**config.mk**
```make
export PLATFORM = sky130hd
export DESIGN_NAME = dma_ch_arbiter
export DESIGN_NICKNAME = d
export VERILOG_FILES = /design/src/rtl/dma_ch_arbiter.sv
export SDC_FILE = /design/constraint.sdc
export NUM_CORES = 1
export LEC_CHECK = 0
export BUFFER_PORTS_ARGS = -buffer_cell sky130_fd_sc_hd__buf_4
export CAP_MARGIN = 15
export CELL_PAD_IN_SITES_DETAIL_PLACEMENT = 2
export CELL_PAD_IN_SITES_GLOBAL_PLACEMENT = 2
export CORE_UTILIZATION = 25
export CTS_CLUSTER_DIAMETER = 30
export DETAILED_ROUTE_END_ITERATION = 8
export GPL_ROUTABILITY_DRIVEN = 0
export PLACE_DENSITY = 0.71
export SLEW_MARGIN = 0
export SYNTH_ARGS = -nofsm -noshare
export SYNTH_HDL_FRONTEND = slang
export SYNTH_SLANG_ARGS = --single-unit
```
**constraint.sdc**
```tcl
create_clock -name clk_i -period 1.38 [get_ports clk_i]
set_input_delay 0.276 -clock clk_i [delete_from_list [all_inputs] [get_ports clk_i]]
set_output_delay 0.276 -clock clk_i [all_outputs]
set_load 0.05 [all_outputs]
```
**src/rtl/dma_ch_arbiter.sv**
```systemverilog
//------------------------------------------------------------------------------
// Module   : dma_ch_arbiter
// Purpose  : Round-robin DMA channel arbiter with registered one-hot grant.
//            Optional grant watchdog enabled by macro DMA_ARB_TIMEOUT_EN.
// Revision : 1.0 - initial release
//------------------------------------------------------------------------------
`default_nettype none

module dma_ch_arbiter #(
    parameter int CH_NUM      = 4,
    parameter int CH_W        = 2,
    parameter int TIMEOUT_CYC = 256
) (
    input  logic              clk_i,
    input  logic              rst_i,
    input  logic              en_i,
    input  logic [CH_NUM-1:0] req_i,
    input  logic              done_i,
    output logic [CH_NUM-1:0] gnt_o,
    output logic [CH_W-1:0]   gnt_id_o,
`ifdef DMA_ARB_TIMEOUT_EN
    output logic              timeout_o,
`endif
    output logic              gnt_vld_o
);

    typedef enum logic [0:0] {
        IDLE  = 1'b0,
        GRANT = 1'b1
    } state_t;

    state_t              r_state, w_state_nxt;
    logic [CH_W-1:0]     r_ptr, w_ptr_nxt;
    logic [CH_NUM-1:0]   r_gnt, w_gnt_nxt;
    logic [CH_W-1:0]     r_gnt_id, w_gnt_id_nxt;
    logic                r_vld, w_vld_nxt;
    logic [CH_W-1:0]     w_win_id;
    logic [CH_W-1:0]     w_ptr_rel;

`ifdef DMA_ARB_TIMEOUT_EN
    localparam int CNT_W = $clog2(TIMEOUT_CYC + 1);
    logic [CNT_W-1:0]    r_cnt, w_cnt_nxt;
    logic                r_timeout, w_timeout_nxt;
`endif

    // Rotating priority search: lowest offset from r_ptr wins, so scan high to low.
    always_comb begin
        w_win_id = '0;
        for (int i = CH_NUM - 1; i >= 0; i--) begin
            int j;
            j = int'(r_ptr) + i;
            if (j >= CH_NUM) j = j - CH_NUM;
            if (req_i[j]) w_win_id = CH_W'(j);
        end
    end

    // Explicit compare keeps the wrap correct when CH_NUM is not a power of two.
    assign w_ptr_rel = (r_gnt_id == CH_W'(CH_NUM - 1)) ? '0 : r_gnt_id + 1'b1;

    always_comb begin
        w_state_nxt  = r_state;
        w_ptr_nxt    = r_ptr;
        w_gnt_nxt    = r_gnt;
        w_gnt_id_nxt = r_gnt_id;
        w_vld_nxt    = r_vld;
`ifdef DMA_ARB_TIMEOUT_EN
        w_cnt_nxt     = r_cnt;
        w_timeout_nxt = 1'b0;
`endif
        case (r_state)
            IDLE: begin
                if (en_i && (|req_i)) begin
                    w_state_nxt  = GRANT;
                    w_gnt_nxt    = CH_NUM'(1) << w_win_id;
                    w_gnt_id_nxt = w_win_id;
                    w_vld_nxt    = 1'b1;
`ifdef DMA_ARB_TIMEOUT_EN
                    w_cnt_nxt    = '0;
`endif
                end
            end
            GRANT: begin
                if (done_i) begin
                    w_state_nxt  = IDLE;
                    w_ptr_nxt    = w_ptr_rel;
                    w_gnt_nxt    = '0;
                    w_gnt_id_nxt = '0;
                    w_vld_nxt    = 1'b0;
`ifdef DMA_ARB_TIMEOUT_EN
                end else if (r_cnt == CNT_W'(TIMEOUT_CYC - 1)) begin
                    w_state_nxt   = IDLE;
                    w_ptr_nxt     = w_ptr_rel;
                    w_gnt_nxt     = '0;
                    w_gnt_id_nxt  = '0;
                    w_vld_nxt     = 1'b0;
                    w_timeout_nxt = 1'b1;
                end else begin
                    w_cnt_nxt = r_cnt + 1'b1;
`endif
                end
            end
            default: begin
                w_state_nxt = IDLE;
            end
        endcase
    end

    always_ff @(posedge clk_i) begin
        if (rst_i) begin
            r_state  <= IDLE;
            r_ptr    <= '0;
            r_gnt    <= '0;
            r_gnt_id <= '0;
            r_vld    <= 1'b0;
`ifdef DMA_ARB_TIMEOUT_EN
            r_cnt     <= '0;
            r_timeout <= 1'b0;
`endif
        end else begin
            r_state  <= w_state_nxt;
            r_ptr    <= w_ptr_nxt;
            r_gnt    <= w_gnt_nxt;
            r_gnt_id <= w_gnt_id_nxt;
            r_vld    <= w_vld_nxt;
`ifdef DMA_ARB_TIMEOUT_EN
            r_cnt     <= w_cnt_nxt;
            r_timeout <= w_timeout_nxt;
`endif
        end
    end

    assign gnt_o     = r_gnt;
    assign gnt_id_o  = r_gnt_id;
    assign gnt_vld_o = r_vld;
`ifdef DMA_ARB_TIMEOUT_EN
    assign timeout_o = r_timeout;
`endif

endmodule

`default_nettype wire
```
# After elaboration in Yosys (flattened, before gate mapping)
# Index checks and enable logic that the tools add are counted.
# classes
add_sub_neg	8
magnitude_cmp	8
eq_ne	3
shifts	1
muxes	33
n_bitwise	1
reduce_logical	4
# op_table
cell	n
< comparator 32 x 4 -> 1 bit, second input constant	4
2-to-1 mux 32 bit	4
2-to-1 mux 2 bit	7
2-to-1 mux 1 bit	12
subtractor 3 x 3 -> 4 bit, second input constant	3
greater-or-equal comparator 3 bit, second input constant	3
binary-select mux 1 bit (select 2 bit)	4
2-to-1 mux 4 bit	2
case mux 4 bit (2 select lines)	1
adder 2 x 2 -> 3 bit, second input constant	2
inequality test 2 bit, second input constant	2
case mux 1 bit (2 select lines)	2
case mux 2 bit (2 select lines)	1
AND reduction 2 bit	2
OR reduction 4 bit	1
<< shifter 1 x 2 -> 4 bit, first input constant	1
subtractor 2 x 3 -> 4 bit, second input constant	1
adder 2 x 1 -> 3 bit, second input constant	1
greater-or-equal comparator 2 x 3 -> 1 bit, second input constant	1
adder 2 x 1 -> 2 bit, second input constant	1
== test 2 bit, second input constant	1
logical AND 1 bit	1
NOT 1 bit	1
# totals
ff_bits	10
input_bits	8
output_inout_bits	7

# Longest topological paths before layout
# Gate-level depths: netlist (run 1).
# depth
ltp_word	13
depth_mapped	4
ltp_nobuf	4

# Least setup slack after synthesis (run 1)
# Ideal clock, no wire load.
# synth_timing
path_kind	reg2reg
start	register r_ptr[1]
end	register r_gnt[1], in the netlist gnt_o[1]
arrival_ps	1252
required_time_ps	1284
setup_slack_ps	32
path_stages_with_launch	5
n_path_buf	0
cell_sequence	dfxtp_1 > mux2i_1 > nor2_1 > or3_4 > o41ai_2
# synth_via
elab_chain_cells	13
elab_cells_between_ends	34
classes_between	7 x add/sub; 4 x order compare; 1 x shift; 22 x mux
# synth_lines
item	line_no	rtl
from (decl)	33	logic [CH_W-1:0] r_ptr, w_ptr_nxt;
from (signal assigned)	121	r_ptr <= w_ptr_nxt;
adder 2 x 2 -> 3 bit	51	j = int'(r_ptr) + i;
subtractor 3 x 3 -> 4 bit / greater-or-equal comparator 3 bit (equally long branches)	52	if (j >= CH_NUM) j = j - CH_NUM;
2-to-1 mux 32 bit	52	
binary-select mux 1 bit (select 2 bit)	53	if (req_i[j]) w_win_id = CH_W'(j);
2-to-1 mux 1 bit (implied by the code) (2 in a row)	53	
2-to-1 mux 2 bit (3 in a row)	53	
2-to-1 mux 2 bit *	53	
<< shifter 1 x 2 -> 4 bit *	74	w_gnt_nxt = CH_NUM'(1) << w_win_id;
2-to-1 mux 4 bit *	72	if (en_i && (|req_i)) begin
case mux 4 bit (2 select lines) *	70	case (r_state)
to (signal assigned)	122	r_gnt <= w_gnt_nxt;
to (decl)	34	logic [CH_NUM-1:0] r_gnt, w_gnt_nxt;
# Every way passes the cells marked *; elsewhere a longest branch is shown, timed or not. The select of a mux whose other input is x is not followed.
# A chain may end at the register's enable or synchronous reset.

# Worst setup path in the final report (run 1)
# Ends and elaborated chain as after synthesis.

==> out/results.env, run 1 <==
COMBINATIONALPOWERSHARE_PCT=22.1
POST_ROUTE_CELLS_DRIVE_ABOVE_1_SHARE_PCT=40.8
DP_CELLS=97
TIGHTEST_SLEW_NS=0.335
START_UTIL_PCT=27.9
WORST_R2R_PATH_CELLS=4
FP.DIEAREA_SQ_MM=0.00220
SEQPWRFRAC_PCT=41.7
TIGHTEST_SLEW_MARGIN_RELATIVE_TO_THE_LIMIT_PCT=77.6
POWER.TOTAL_mW=0.757
TIMING.CRITICAL_PATH.BUF_INV=0
FINALSETUPVIOLATIONS=0
FIRST_GLOBAL_VIAS=509
CTS_MAX_LEVEL=1
STATUS='complete, no violations'
WORST_SETUP_HOLD_PATH_CLK_SLEW_NS=0.08
DP_WORST_SETUP_SLACK_NS=-0.114
GRT_MAX_DEGREE=11
CRITICAL_PATH.TOP_DELAY_FAMILY='simple AND/OR/NAND/NOR gates'
FINAL_NETS=86
PLACEMENT.CELL_AREA_SQ_UM=681
SYN-NUM-NETS=62
FINALHOLDWORSTSLACK_NS=0.228
MET3_WIRELENGTH_UM=59
WORST_HOLD_PATH_TYPE='input port to flop'
ROUTED-VIA-COUNT=509
CRITICAL_PATH_PEAK_FANOUT=4
DESIGN.PORTCOUNT=15
AGGREGATE_GLOBAL_ROUTE_RESOURCE_USAGE_PCT=17.5
NETSWITCHINGPOWER_mW=0.226
TOTAL_MET2_WIRELENGTH_AFTER_DETAILED_ROUTING_UM=705
SETUP.WORST_PATH.END='gnt_o[1]'
FIN_WORST_SKEW_NS=0.00822
FIRST_PASS_ITERS=3
SYNTH_EDF_COUNT=0
NUM_ANTENNA_CELLS=0
RR_STARTPOINT='r_ptr[1]'
SEQ_AREA_FRAC_SYNTH_PCT=39.8
DIE_X_UM=46.9
ROWS=15
FILL_CELLS=211
RR_ENDPOINT='gnt_o[1]'
WL_MET1_UM=736
PATH_DEPTH=4
FIN_CRIT_NS=1.30
CELLLEAKAGEPOWER_nW=0.313
NUMBER_OF_BUFFERS_CREATED_BY_CTS=3
DIEHEIGHT_UM=46.9
PERIOD_SHARE_PCT=94.1
REQUIRED_TIME_REPORTED_FOR_THE_CRITICAL_PATH_ENDPOINT_NS=1.57
AREAGROWTHSYNTHTOFINISH_PCT=43.3
CORE_AREA_SQ_MM=0.00180
YS_TYPES=28
TIMING.CRITICAL_PATH.CELLS='mux2i_1 -> nor2_1 -> or3_4 -> o41ai_2'
SYNTH_FF_TYPE='sky130_fd_sc_hd__dfxtp_1'
CLOCK_TREE_FROM_TRITONCTS='yes'
POWER.CLOCK.FRACTION_PCT=36.2
CTS_BUFFER_DEPTH=2
GRT.OVERFLOW.TOTAL=0
SYNTH-WARNING-COUNT=0
BUFFERS_ON_PORTS=14
FMAX_MHz=770
MAX-CAP-VIOLATIONS=0
ROUTED.TOP_LAYER='met4'
CLK-INSERTION-DELAY-LATE_NS=0.27
ANTENNA_FOUND_INITIAL=0
CLK_ROOT_BUFFER_CELL='sky130_fd_sc_hd__clkbuf_4'
VDD.IR_DROP.WORST_uV=455
SYNTHCELLS=53
NET_SWITCHING_FRACTION_OF_THE_POWER_PCT=29.9
POST_LAYOUT_CELL_COUNT=101
CRIT_PATH_END_KIND='flop'
CRITICAL-PATH-MAX-STAGE-DELAY_NS=0.42
CP-STARTPOINT='r_ptr[1]'
DRT_FIRST_ITER_VIOLATIONS=7
GRT_SETUP_UNREPAIRED='false'
FIRST_PASS_GRT_WIRE_LENGTH_MM=2.55
POST_SYNTHESIS_ASYNC_SET_OR_RESET_FLOP_SHARE_PCT=0
CRITICAL_PATH_TYPE='flop to flop'
CTS_NUM_SINKS=10
POSTLAYOUTCELLAREA_SQ_UM=721
SYNTH.CELL_AREA_SQ_UM=503
DR_VIAS_CELL=5.04
SETUP_WS_NS=0.0819
SYNTHESIS.AREA_PER_INSTANCE_SQ_UM=9.49
R2R_SLACK_NS=0.08
MAXSLEWVIOLCOUNT=0
DP.FINAL_HPWL_MM=1.20
CELLINTERNALPOWER_mW=0.531
POWER.DENSITY_mW_PER_MM2=1050
WORST_PATH_MAX_DELAY_CELL='sky130_fd_sc_hd__or3_4'
FINALHOLDVIOLATIONS=0
WORST_SETUP_PATH_START_KIND='flop'
POSTROUTEWIRELENGTH_MM=1.53
POST_CTS_HOLD_BUFFER_COUNT=0
POSTSYNTHREGISTERBITS=10
WORST-ENDPOINT-ARRIVAL_NS=1.49
ROUTED_WIRE_LENGTH_PER_INSTANCE_UM=15.2
DRC=0
ANT_NETS=0
## power groups by stage
| stage | Combinational, mW | Clock, mW | Sequential (mW) |
|---|---|---|---|
| global placement | 0.164 | 0 | 0.324 |
| global route | 0.180 | 0.293 | 0.319 |
| CTS | 0.168 | 0.282 | 0.318 |
| finish | 0.167 | 0.274 | 0.316 |
| floorplan | 0.0621 | 0 | 0.359 |
| detailed placement | 0.168 | 0 | 0.325 |
## per-layer routing
| metal | up-vias | global-route usage [%] |
|---|---|---|
| met1 | 240 | 24.4 |
| met3 | 4 | 3.46 |
| li1 | 252 | - |
| met2 | 13 | 25.0 |
| met4 | 0 | 10.3 |
| met5 | - | 0 |
## how the worst min path moves through the flow
stage,startpoint,cells after the start,to,slack (ns)
after floorplan,done_i,2,r_ptr[1],0.44
after global placement,gnt_o[0],2,gnt_o[0],0.46
after detailed placement,gnt_o[0],2,gnt_o[0],0.48
after CTS,rst_i,2,r_ptr[1],0.22
after global routing,rst_i,2,r_ptr[1],0.24
final,rst_i,2,r_ptr[1],0.23
## placed cells by master (no fill, tap or decap)
master	netlist	final
sky130_fd_sc_hd__buf_4	0	20
sky130_fd_sc_hd__dfxtp_1	10	9
sky130_fd_sc_hd__a21oi_1	5	5
sky130_fd_sc_hd__nand4_1	5	5
sky130_fd_sc_hd__nor2_1	3	3
sky130_fd_sc_hd__nand2_1	3	3
sky130_fd_sc_hd__clkbuf_4	0	3
sky130_fd_sc_hd__nand2b_1	2	2
sky130_fd_sc_hd__nand3_1	2	2
sky130_fd_sc_hd__nor3_1	2	2
sky130_fd_sc_hd__mux2i_1	1	1
sky130_fd_sc_hd__or3_4	1	1
sky130_fd_sc_hd__a21o_2	1	1
sky130_fd_sc_hd__a21boi_0	1	1
sky130_fd_sc_hd__nor2b_1	1	1
sky130_fd_sc_hd__o21bai_1	1	1
sky130_fd_sc_hd__inv_1	1	1
sky130_fd_sc_hd__or4_4	1	1
sky130_fd_sc_hd__and3b_4	1	1
sky130_fd_sc_hd__o2111ai_1	1	1
sky130_fd_sc_hd__nand3b_4	1	1
sky130_fd_sc_hd__o21ai_1	0	1
sky130_fd_sc_hd__o211ai_1	1	1
sky130_fd_sc_hd__o211a_1	1	1
sky130_fd_sc_hd__o31ai_1	1	1
sky130_fd_sc_hd__o21ai_0	2	1
sky130_fd_sc_hd__o21a_1	1	1
sky130_fd_sc_hd__o41ai_1	1	1
sky130_fd_sc_hd__o41ai_2	1	1
sky130_fd_sc_hd__ha_1	1	1
sky130_fd_sc_hd__clkbuf_8	0	1
sky130_fd_sc_hd__dfxtp_4	0	1
## logic make-up after synthesis
| logic type | synth area share, % |
|---|---|
| and+or+nand+nor | 29.4 |
| AOI/OAI and AO/OA | 24.9 |
| DFF | 39.8 |
| buffers and inverters | 1.49 |
| muxes | 1.99 |
| adders and majority gates | 2.49 |
## state kept, by name (all words and copies together) (netlist names)
signal,cells
r_state,1
gnt_id_o,2
gnt_o,4
gnt_vld_o,1
r_ptr,2
## per-stage QoR
stage,utilization [%],setup TNS (ns)
global route,40.0,0
floorplan,-,0
detailed placement,37.8,-0.446
global placement,37.8,-0.356
CTS,39.9,0
finish,40.0,0
## cell type report
type / count / area, sq um / share of cell area (%)
Multi-Input combinational cell: 41 / 295 / 41.0
Sequential cell: 10 / 204 / 28.3
Timing Repair Buffer: 20 / 150 / 20.8
Clock buffer: 4 / 36.3 / 5.03
Tap cell: 25 / 31.3 / 4.34
Inverter: 1 / 3.75 / 0.521
## repair_timing
item	4_1_cts	5_1_grt
setup buffers	0	0
gates resized for setup	1	2
setup endpoints to repair	1	2
pin swaps	1	3
## cell usage after synthesis, types with 2 or more instances
library cell	n	area share [%]
sky130_fd_sc_hd__nand4_1	5	6.2
sky130_fd_sc_hd__nand2b_1	2	2.5
sky130_fd_sc_hd__a21oi_1	5	5.0
sky130_fd_sc_hd__o21ai_0	2	2.0
sky130_fd_sc_hd__nor2_1	3	2.2
sky130_fd_sc_hd__dfxtp_1	10	40
sky130_fd_sc_hd__nor3_1	2	2.0
sky130_fd_sc_hd__nand2_1	3	2.2
sky130_fd_sc_hd__nand3_1	2	2.0
Note: power is estimated with default switching activity, not from simulation.
==> run 2, diff against run 1 <==
Settings changed: ABC_AREA set to 1, CORE_UTILIZATION 25 to 23, PLACE_DENSITY 0.71 to 0.72.
==> run 2 against run 1 <==
Compared with the run above:
- final area rose by 26%
- clock power is 25% lower
- fmax shrank 5.9%
- non-clock buffer count decreased by 3
- die area up 31%
- synthesized area is 22% higher
- clock skew fell by 0.0057 ns
- synthesized cell count up 89%
- sequential share of layout area decreased by 5.9 points
- largest power group is now combinational cells
==> out/results.env, run 2 <==
TIGHTEST_SLEW_MARGIN_RELATIVE_TO_THE_LIMIT_PCT=83.9  # was 77.6%
R2R_SLACK_NS=0.0004  # was 0.08 ns
FP.DIEAREA_SQ_MM=0.00288  # was 0.00220 sq mm
CRIT_PATH_END_KIND='flop'  # unchanged
WORST_PATH_MOST_REPEATED_CELL='sky130_fd_sc_hd__nand2_2'
MAX-CAP-VIOLATIONS=0  # unchanged
SYNTH.CELL_AREA_SQ_UM=614  # was 503 sq um
SEQ_AREA_FRAC_SYNTH_PCT=32.6  # was 39.8%
CLK-INSERTION-DELAY-LATE_NS=0.27  # about the same
FINAL.SETUP.TNS_NS=0  # unchanged
SYNTH-WARNING-COUNT=0  # unchanged
STATUS='complete, no violations'  # unchanged
VDD.IR_DROP.WORST_uV=570  # was 455 uV
DIE_X_UM=53.7  # was 46.9 um
MAXSLEWVIOLCOUNT=0  # unchanged
POSTROUTEWIRELENGTH_MM=1.96  # was 1.53 mm
AREAGROWTHSYNTHTOFINISH_PCT=48.3  # was 43.3%
CELLLEAKAGEPOWER_nW=0.443  # was 0.313 nW
SYNTH.TOP_CELLS.BY_AREA='sky130_fd_sc_hd__dfxtp_1 33%, sky130_fd_sc_hd__nand2_1 21%, sky130_fd_sc_hd__inv_1 8.6%'  # was sky130_fd_sc_hd__dfxtp_1 40%, sky130_fd_sc_hd__nand4_1 6.2%, sky130_fd_sc_hd__a21oi_1 5.0%
SEQ_AREA_SQ_UM=204  # unchanged
NUMBER_OF_FLIP_FLOPS_IN_THE_LARGEST_REGISTER=4  # unchanged
COMPLEX_GATE_FRACTION_OF_THE_SYNTHESIZED_AREA_PCT=9.57  # was 24.9%
FIRST_GLOBAL_VIAS=693  # was 509
FIRST_PASS_GRT_WIRE_LENGTH_MM=3.04  # was 2.55 mm
CRITICAL_PATH_PEAK_FANOUT=6  # was 4
GRT_MAX_DEGREE=11  # unchanged
FIRST_PASS_ITERS=4  # was 3
NUMBER_OF_BUFFERS_CREATED_BY_CTS=3  # unchanged
WORST_SETUP_PATH_START_KIND='flop'  # unchanged
SYNTH_TOP_AREA_CELL='sky130_fd_sc_hd__dfxtp_1'  # unchanged
CRITICAL_PATH_TYPE='flop to flop'  # unchanged
SYNTH_EDF_COUNT=0  # unchanged
FINALSETUPVIOLATIONS=0  # unchanged
TIMING.CRITICAL_PATH.CELLS='buf_12 -> inv_8 -> nand2_4 -> nand3_1 -> nand2_2 -> nand3_2 -> nand2_2 -> nand2_2 -> nand2_4 -> nor2_2 -> nor2_1 -> nor2_1'  # was mux2i_1 -> nor2_1 -> or3_4 -> o41ai_2
SYNTH_SIMPLE_GATE_AREA_SHARE_PCT=42.6  # was 29.4%
ROUTED-VIA-COUNT=683  # was 509
GRT_SETUP_UNREPAIRED='true'  # was false
DIEHEIGHT_UM=53.7  # was 46.9 um
SYNTHMOSTINSTANTIATEDCELL='sky130_fd_sc_hd__nand2_1'  # was sky130_fd_sc_hd__dfxtp_1
CLOCK_TREE_FROM_TRITONCTS='yes'  # unchanged
POSTLAYOUTCELLAREA_SQ_UM=911  # was 721 sq um
COMBINATIONAL_FAMILY_WITH_THE_MOST_AREA_AFTER_SYNTHESIS='simple AND/OR/NAND/NOR gates'  # unchanged
ANTENNA_FOUND_INITIAL=0  # unchanged
WORST_SETUP_HOLD_PATH_CLK_SLEW_NS=0.07  # was 0.08 ns
SYNTH_FF_TYPE='sky130_fd_sc_hd__dfxtp_1'  # unchanged
CLK_ROOT_BUFFER_CELL='sky130_fd_sc_hd__clkbuf_4'  # unchanged
FILL_CELLS=305  # was 211
DESIGN.PORTCOUNT=15  # unchanged
YS_TYPES=20  # was 28
SYNTH_TOP_CELL_AREA_SHARE_PCT=32.6  # was 39.8%
CORE_AREA_SQ_MM=0.00250  # was 0.00180 sq mm
WORST-ENDPOINT-ARRIVAL_NS=1.55  # was 1.49 ns
GRT.OVERFLOW.TOTAL=0  # unchanged
POST_CTS_HOLD_BUFFER_COUNT=0  # unchanged
FINALHOLDWORSTSLACK_NS=0.247  # was 0.228 ns
DRC=0  # unchanged
DRT_FIRST_ITER_VIOLATIONS=3  # was 7
WORST_R2R_PATH_CELLS=12  # was 4
FINAL_NETS=129  # was 86
FIN_WORST_SKEW_NS=0.00250  # was 0.00822 ns
START_UTIL_PCT=24.6  # was 27.9%
WORST_PATH_MAX_DELAY_CELL='sky130_fd_sc_hd__dfxtp_4'  # was sky130_fd_sc_hd__or3_4
CRITICAL-PATH-MAX-STAGE-DELAY_NS=0.37  # was 0.42 ns
POSTSYNTHREGISTERBITS=10  # unchanged
BUFFERS_ON_PORTS=14  # unchanged
SYNTH_XOR_XNOR_AREA_SHARE_PCT=0  # unchanged
SETUP.WORST_PATH.END='gnt_o[0]'  # was gnt_o[1]
SYNTHCELLS=100  # was 53
ROUTED_WIRE_LENGTH_PER_INSTANCE_UM=13.2  # was 15.2 um
ANT_NETS=0  # unchanged
RR_STARTPOINT='r_ptr[0]'  # was r_ptr[1]
POWER.DENSITY_mW_PER_MM2=961  # was 1050 mW/mm^2
COMMONEST_CELLS_AFTER_ROUTING_FILL_AND_TAPS_ASIDE='23 x sky130_fd_sc_hd__nand2_1, 15 x sky130_fd_sc_hd__buf_4, 13 x sky130_fd_sc_hd__inv_1'  # was 20 x sky130_fd_sc_hd__buf_4, 9 x sky130_fd_sc_hd__dfxtp_1, 5 x sky130_fd_sc_hd__a21oi_1, 5 x sky130_fd_sc_hd__nand4_1
DP.FINAL_HPWL_MM=1.48  # was 1.20 mm
SYNTHESIS.AREA_PER_INSTANCE_SQ_UM=6.14  # was 9.49 sq um
CRITICAL_PATH.TOP_DELAY_FAMILY='simple AND/OR/NAND/NOR gates'  # unchanged
ROWS=18  # was 15
WORST_HOLD_PATH_TYPE='input port to flop'  # unchanged
AGGREGATE_GLOBAL_ROUTE_RESOURCE_USAGE_PCT=14.7  # was 17.5%
DR_VIAS_CELL=4.61  # was 5.04
POWER.TOTAL_mW=0.875  # was 0.757 mW
CP-STARTPOINT='r_ptr[0]'  # was r_ptr[1]
SYNTH.TOP_CELLS.BY_COUNT='34 x sky130_fd_sc_hd__nand2_1, 14 x sky130_fd_sc_hd__inv_1, 10 x sky130_fd_sc_hd__dfxtp_1'  # was 10 x sky130_fd_sc_hd__dfxtp_1, 5 x sky130_fd_sc_hd__a21oi_1, 5 x sky130_fd_sc_hd__nand4_1
PLACEMENT.CELL_AREA_SQ_UM=769  # was 681 sq um
CTS_MAX_LEVEL=1  # unchanged
POST_SYNTHESIS_ASYNC_SET_OR_RESET_FLOP_SHARE_PCT=0  # unchanged
SYN-NUM-NETS=109  # was 62
FINAL_COMMON_CELL='sky130_fd_sc_hd__nand2_1'  # was sky130_fd_sc_hd__buf_4
RR_ENDPOINT='gnt_o[0]'  # was gnt_o[1]
POST-CTS-SETUP-BUFFER-COUNT=0  # unchanged
PATH_DEPTH=12  # was 4
CTS_NUM_SINKS=10  # unchanged
SYNTHADDERAREAFRAC_PCT=2.04  # was 2.49%
TIGHTEST_SLEW_NS=0.241  # was 0.335 ns
NUM_ANTENNA_CELLS=0  # unchanged
FIN_CRIT_NS=1.38  # was 1.30 ns
FINALHOLDVIOLATIONS=0  # unchanged
CTS_BUFFER_DEPTH=2  # unchanged
FMAX_MHz=725  # was 770 MHz
MULTI_INPUT_COMB_AREA_SQ_UM=418  # was 295 sq um
REQUIRED_TIME_REPORTED_FOR_THE_CRITICAL_PATH_ENDPOINT_NS=1.55  # was 1.57 ns
TIMING.CRITICAL_PATH.BUF_INV=2  # was 0
YOSYS-MUX-AREA-FRACTION_PCT=0  # was 1.99%
POST_ROUTE_CELLS_DRIVE_ABOVE_1_SHARE_PCT=44.9  # was 40.8%
PERIOD_SHARE_PCT=100  # was 94.1%
run 2: cell types whose count changed after synthesis, moves of 2 or more:
cell,change
sky130_fd_sc_hd__nand2b_1,-2
sky130_fd_sc_hd__o21ai_0,-2
sky130_fd_sc_hd__inv_1,+13
sky130_fd_sc_hd__nand2_2,+4
sky130_fd_sc_hd__nor2_1,+5
sky130_fd_sc_hd__nor3_1,-2
sky130_fd_sc_hd__nand4_1,-4
sky130_fd_sc_hd__nand2_1,+31
sky130_fd_sc_hd__a21oi_1,+3
sky130_fd_sc_hd__nand3_1,+7
run 2: metal layers:
metal  up-vias  routed length [um]  GRT usage (%)
met2        12                1000           24.7
met3         0                  77           5.08
met1       328                 876           18.0
met5         -                   0              0
met4         0                   0           2.63
li1        343                   -              -
run 2: cell families after synthesis:
| kind of cell | count (synthesis) |
|---|---|
| adders and majority gates | 1 |
| AOI/OAI and AO/OA | 11 |
| and+or+nand+nor | 59 |
| DFF | 10 |
| buffers and inverters | 19 |
run 2: how the worst min path moves through the flow:
stage / startpoint / end / cells past startpoint / slack (ns)
floorplan: en_i / r_state / 2 / 0.42
global placement: gnt_vld_o / gnt_vld_o / 2 / 0.44
detailed placement: gnt_vld_o / gnt_vld_o / 2 / 0.46
CTS: rst_i / gnt_o[1] / 2 / 0.25
global route: rst_i / gnt_o[2] / 2 / 0.24
finish: rst_i / gnt_o[2] / 2 / 0.25
run 2: area by class of cell:
class	instances	share of cell area [%]
multi-input cells	71	45.9
repair buffers	17	17.3
inverters	17	7.83
clock buffers	3	2.47
well taps	30	4.12
flip-flops and latches	10	22.4
run 2: through the flow:
step	std cells	utilization (%)	worst slack (ns)
floorplan	100	-	0.152
global placement	144	30.8	-0.0856
detailed placement	144	30.8	-0.126
CTS	147	32.6	0.000307
global route	148	36.4	-0.104
finish	148	36.4	0.000388
run 2: timing repair:
item,CTS,global route
pin swaps,0,5
cloned,0,1
endpoints found under the setup margin,6,6
gates resized for setup,6,24
run 2: report_power, final:
group / internal, mW / switching (mW)
Combinational: 0.126 / 0.220
Clock: 0.101 / 0.104
Sequential: 0.310 / 0.0146
Total: 0.537 / 0.339
==> run 3, diff against run 2 <==
Settings changed: CORE_ASPECT_RATIO set to 0.6.
==> run 3 against run 2 <==
Compared with the run above:
- final cell count up 4.1%
- sequential cell count unchanged
- clock skew barely moved
- the flow now finishes with violations (negative setup slack)
- combinational power is 3% higher
==> out/results.env, run 3 (synthesis gave the netlist of run 2 again) <==
REQUIRED_TIME_REPORTED_FOR_THE_CRITICAL_PATH_ENDPOINT_NS=1.51  # was 1.55 ns
FINALSETUPVIOLATIONS=3  # was 0
GRT_MAX_DEGREE=11  # unchanged
FIN_WORST_SKEW_NS=0.00277  # was 0.00250 ns
DIE_X_UM=68.7  # was 53.7 um
CTS_MAX_LEVEL=1  # unchanged
FIN_CRIT_NS=1.39  # was 1.38 ns
VDD.IR_DROP.WORST_uV=489  # was 570 uV
VIOLATIONS_IN_THE_FINAL_REPORTS='negative setup slack'
FIRST_PASS_ITERS=3  # was 4
WORST_SETUP_PATH_START_KIND='flop'  # unchanged
TIGHTEST_SLEW_MARGIN_RELATIVE_TO_THE_LIMIT_PCT=81.9  # was 83.9%
ROUTED-VIA-COUNT=692  # was 683
WORST_R2R_PATH_CELLS=11  # was 12
CRIT_PATH_END_KIND='flop'  # unchanged
COMMONEST_CELLS_AFTER_ROUTING_FILL_AND_TAPS_ASIDE='26 x sky130_fd_sc_hd__nand2_1, 20 x sky130_fd_sc_hd__buf_4, 14 x sky130_fd_sc_hd__inv_1'  # was 23 x sky130_fd_sc_hd__nand2_1, 15 x sky130_fd_sc_hd__buf_4, 13 x sky130_fd_sc_hd__inv_1
AGGREGATE_GLOBAL_ROUTE_RESOURCE_USAGE_PCT=16.8  # was 14.7%
ROUTED_WIRE_LENGTH_PER_INSTANCE_UM=13.8  # was 13.2 um
FINAL_NETS=133  # was 129
SETUP_WS_NS=-0.0118  # was 0.000388 ns
MULTI_INPUT_COMB_AREA_SQ_UM=399  # was 418 sq um
FIRST_PASS_GRT_WIRE_LENGTH_MM=3.47  # was 3.04 mm
CRITICAL_PATH_TYPE='flop to flop'  # unchanged
CTS_BUFFER_DEPTH=2  # unchanged
CLK-INSERTION-DELAY-LATE_NS=0.23  # was 0.27 ns
DRT_FIRST_ITER_VIOLATIONS=23  # was 3
DR_VIAS_CELL=4.49  # was 4.61
POST_LAYOUT_CELL_COUNT=154  # was 148
DP_CELLS=150  # was 144
AREAGROWTHSYNTHTOFINISH_PCT=50.9  # was 48.3%
POWER.DENSITY_mW_PER_MM2=1060  # was 961 mW/mm^2
WORST_HOLD_PATH_TYPE='input port to flop'  # unchanged
FILL_CELLS=309  # was 305
FINAL.SETUP.TNS_NS=-0.0214  # was 0 ns
FMAX_MHz=718  # was 725 MHz
FINAL_COMMON_CELL='sky130_fd_sc_hd__nand2_1'  # unchanged
WORST-ENDPOINT-ARRIVAL_NS=1.52  # was 1.55 ns
HOLD-PATH-CELL-COUNT=2  # unchanged
ANTENNA_FOUND_INITIAL=0  # unchanged
CRITICAL_PATH_PEAK_FANOUT=10  # was 6
POST_CTS_HOLD_BUFFER_COUNT=0  # unchanged
DP.FINAL_HPWL_MM=1.63  # was 1.48 mm
FINALHOLDWORSTSLACK_NS=0.275  # was 0.247 ns
FINALHOLDVIOLATIONS=0  # unchanged
GRT.OVERFLOW.TOTAL=0  # unchanged
CORE_AREA_SQ_MM=0.00252  # was 0.00250 sq mm
POSTROUTEWIRELENGTH_MM=2.13  # was 1.96 mm
NUMBER_OF_FLIP_FLOPS_IN_THE_LARGEST_REGISTER=4  # unchanged
CLOCK_TREE_FROM_TRITONCTS='yes'  # unchanged
POWER.TOTAL_mW=0.984  # was 0.875 mW
BUFFERS_ON_PORTS=14  # unchanged
STATUS='finished with violations'  # was complete, no violations
PERIOD_SHARE_PCT=101  # was 100%
NUMBER_OF_BUFFERS_CREATED_BY_CTS=3  # unchanged
POST_ROUTE_CELLS_DRIVE_ABOVE_1_SHARE_PCT=43.4  # was 44.9%
TIGHTEST_SLEW_NS=0.271  # was 0.241 ns
GRT_SETUP_UNREPAIRED='true'  # unchanged
FP.DIEAREA_SQ_MM=0.00289  # was 0.00288 sq mm
WORST_SETUP_HOLD_PATH_CLK_SLEW_NS=0.05  # was 0.07 ns
NUM_ANTENNA_CELLS=0  # unchanged
DESIGN.PORTCOUNT=15  # unchanged
CLK_ROOT_BUFFER_CELL='sky130_fd_sc_hd__clkbuf_8'  # was sky130_fd_sc_hd__clkbuf_4
CTS_NUM_SINKS=10  # unchanged
ANT_NETS=0  # unchanged
MAXSLEWVIOLCOUNT=0  # unchanged
MAX-CAP-VIOLATIONS=0  # unchanged
DRC=0  # unchanged
CELLLEAKAGEPOWER_nW=0.464  # was 0.443 nW
SEQ_AREA_SQ_UM=203  # was 204 sq um
ROWS=14  # was 18
FIRST_GLOBAL_VIAS=737  # was 693
DIEHEIGHT_UM=42.0  # was 53.7 um
START_UTIL_PCT=24.4  # was 24.6%
DP_WORST_SETUP_SLACK_NS=-0.0631  # was -0.126 ns
## run 3: cell types whose count changed in the layout (fill, tap and decap cells not counted), moves of 2 or more
| cell | delta |
|---|---|
| sky130_fd_sc_hd__inv_2 | -2 |
| sky130_fd_sc_hd__nand2_1 | +3 |
| sky130_fd_sc_hd__clkbuf_8 | +3 |
| sky130_fd_sc_hd__buf_4 | +5 |
| sky130_fd_sc_hd__clkbuf_4 | -3 |
| sky130_fd_sc_hd__nand2_2 | -2 |
| sky130_fd_sc_hd__dfxtp_2 | +2 |
## run 3: worst paths after layout
check / endpoint / from / slack (ns)
max: gnt_o[0] / r_ptr[0] / -0.01
min: gnt_o[3] / rst_i / 0.28
max reg2reg: gnt_o[0] / r_ptr[0] / -0.01
min reg2reg: gnt_vld_o / gnt_vld_o / 0.46
## run 3: report_power, final
group          internal (mW)  switching [mW]
clock network          0.191           0.111
logic                  0.130           0.224
registers              0.312          0.0161
total                  0.633           0.351
## run 3: cell type report
cell class,instances,area share (%)
multi-input cells,71,43.0
flip-flops and latches,10,21.9
clock buffers,3,4.45
inverters,17,7.96
repair buffers,21,18.4
well taps,32,4.32
## run 3: metal layers
metal  routed length, um  global-route usage (%)  up-vias
met3                  71                    6.52        2
met5                   0                       0        -
li1                    -                       -      354
met1                1080                    22.9      325
met2                 967                    26.1       11
met4                   8                    1.22        0
## run 3: repair_timing
action                     CTS  global route
buffers inserted             1             0
pin swaps                    1             8
resized for setup            7            18
setup endpoints to repair    6             6
## run 3: critical path, stage by stage, from the launching register on
cell                      delay [ns]
sky130_fd_sc_hd__dfxtp_2        0.32
sky130_fd_sc_hd__buf_12         0.14
sky130_fd_sc_hd__nand2_1        0.12
sky130_fd_sc_hd__nand3_2        0.11
sky130_fd_sc_hd__nand2_2        0.08
sky130_fd_sc_hd__nand3_2        0.08
sky130_fd_sc_hd__nand2_1        0.07
sky130_fd_sc_hd__nand2_1        0.06
sky130_fd_sc_hd__nand2_2        0.11
sky130_fd_sc_hd__nor2_2         0.06
sky130_fd_sc_hd__nor2_1         0.09
sky130_fd_sc_hd__nor2_1         0.05
## run 3: stage by stage
stage	instance area [sq um]	utilization, %
global route	927	36.8
floorplan	614	-
CTS	870	34.5
finish	927	36.8
detailed placement	802	31.8
global placement	802	31.8
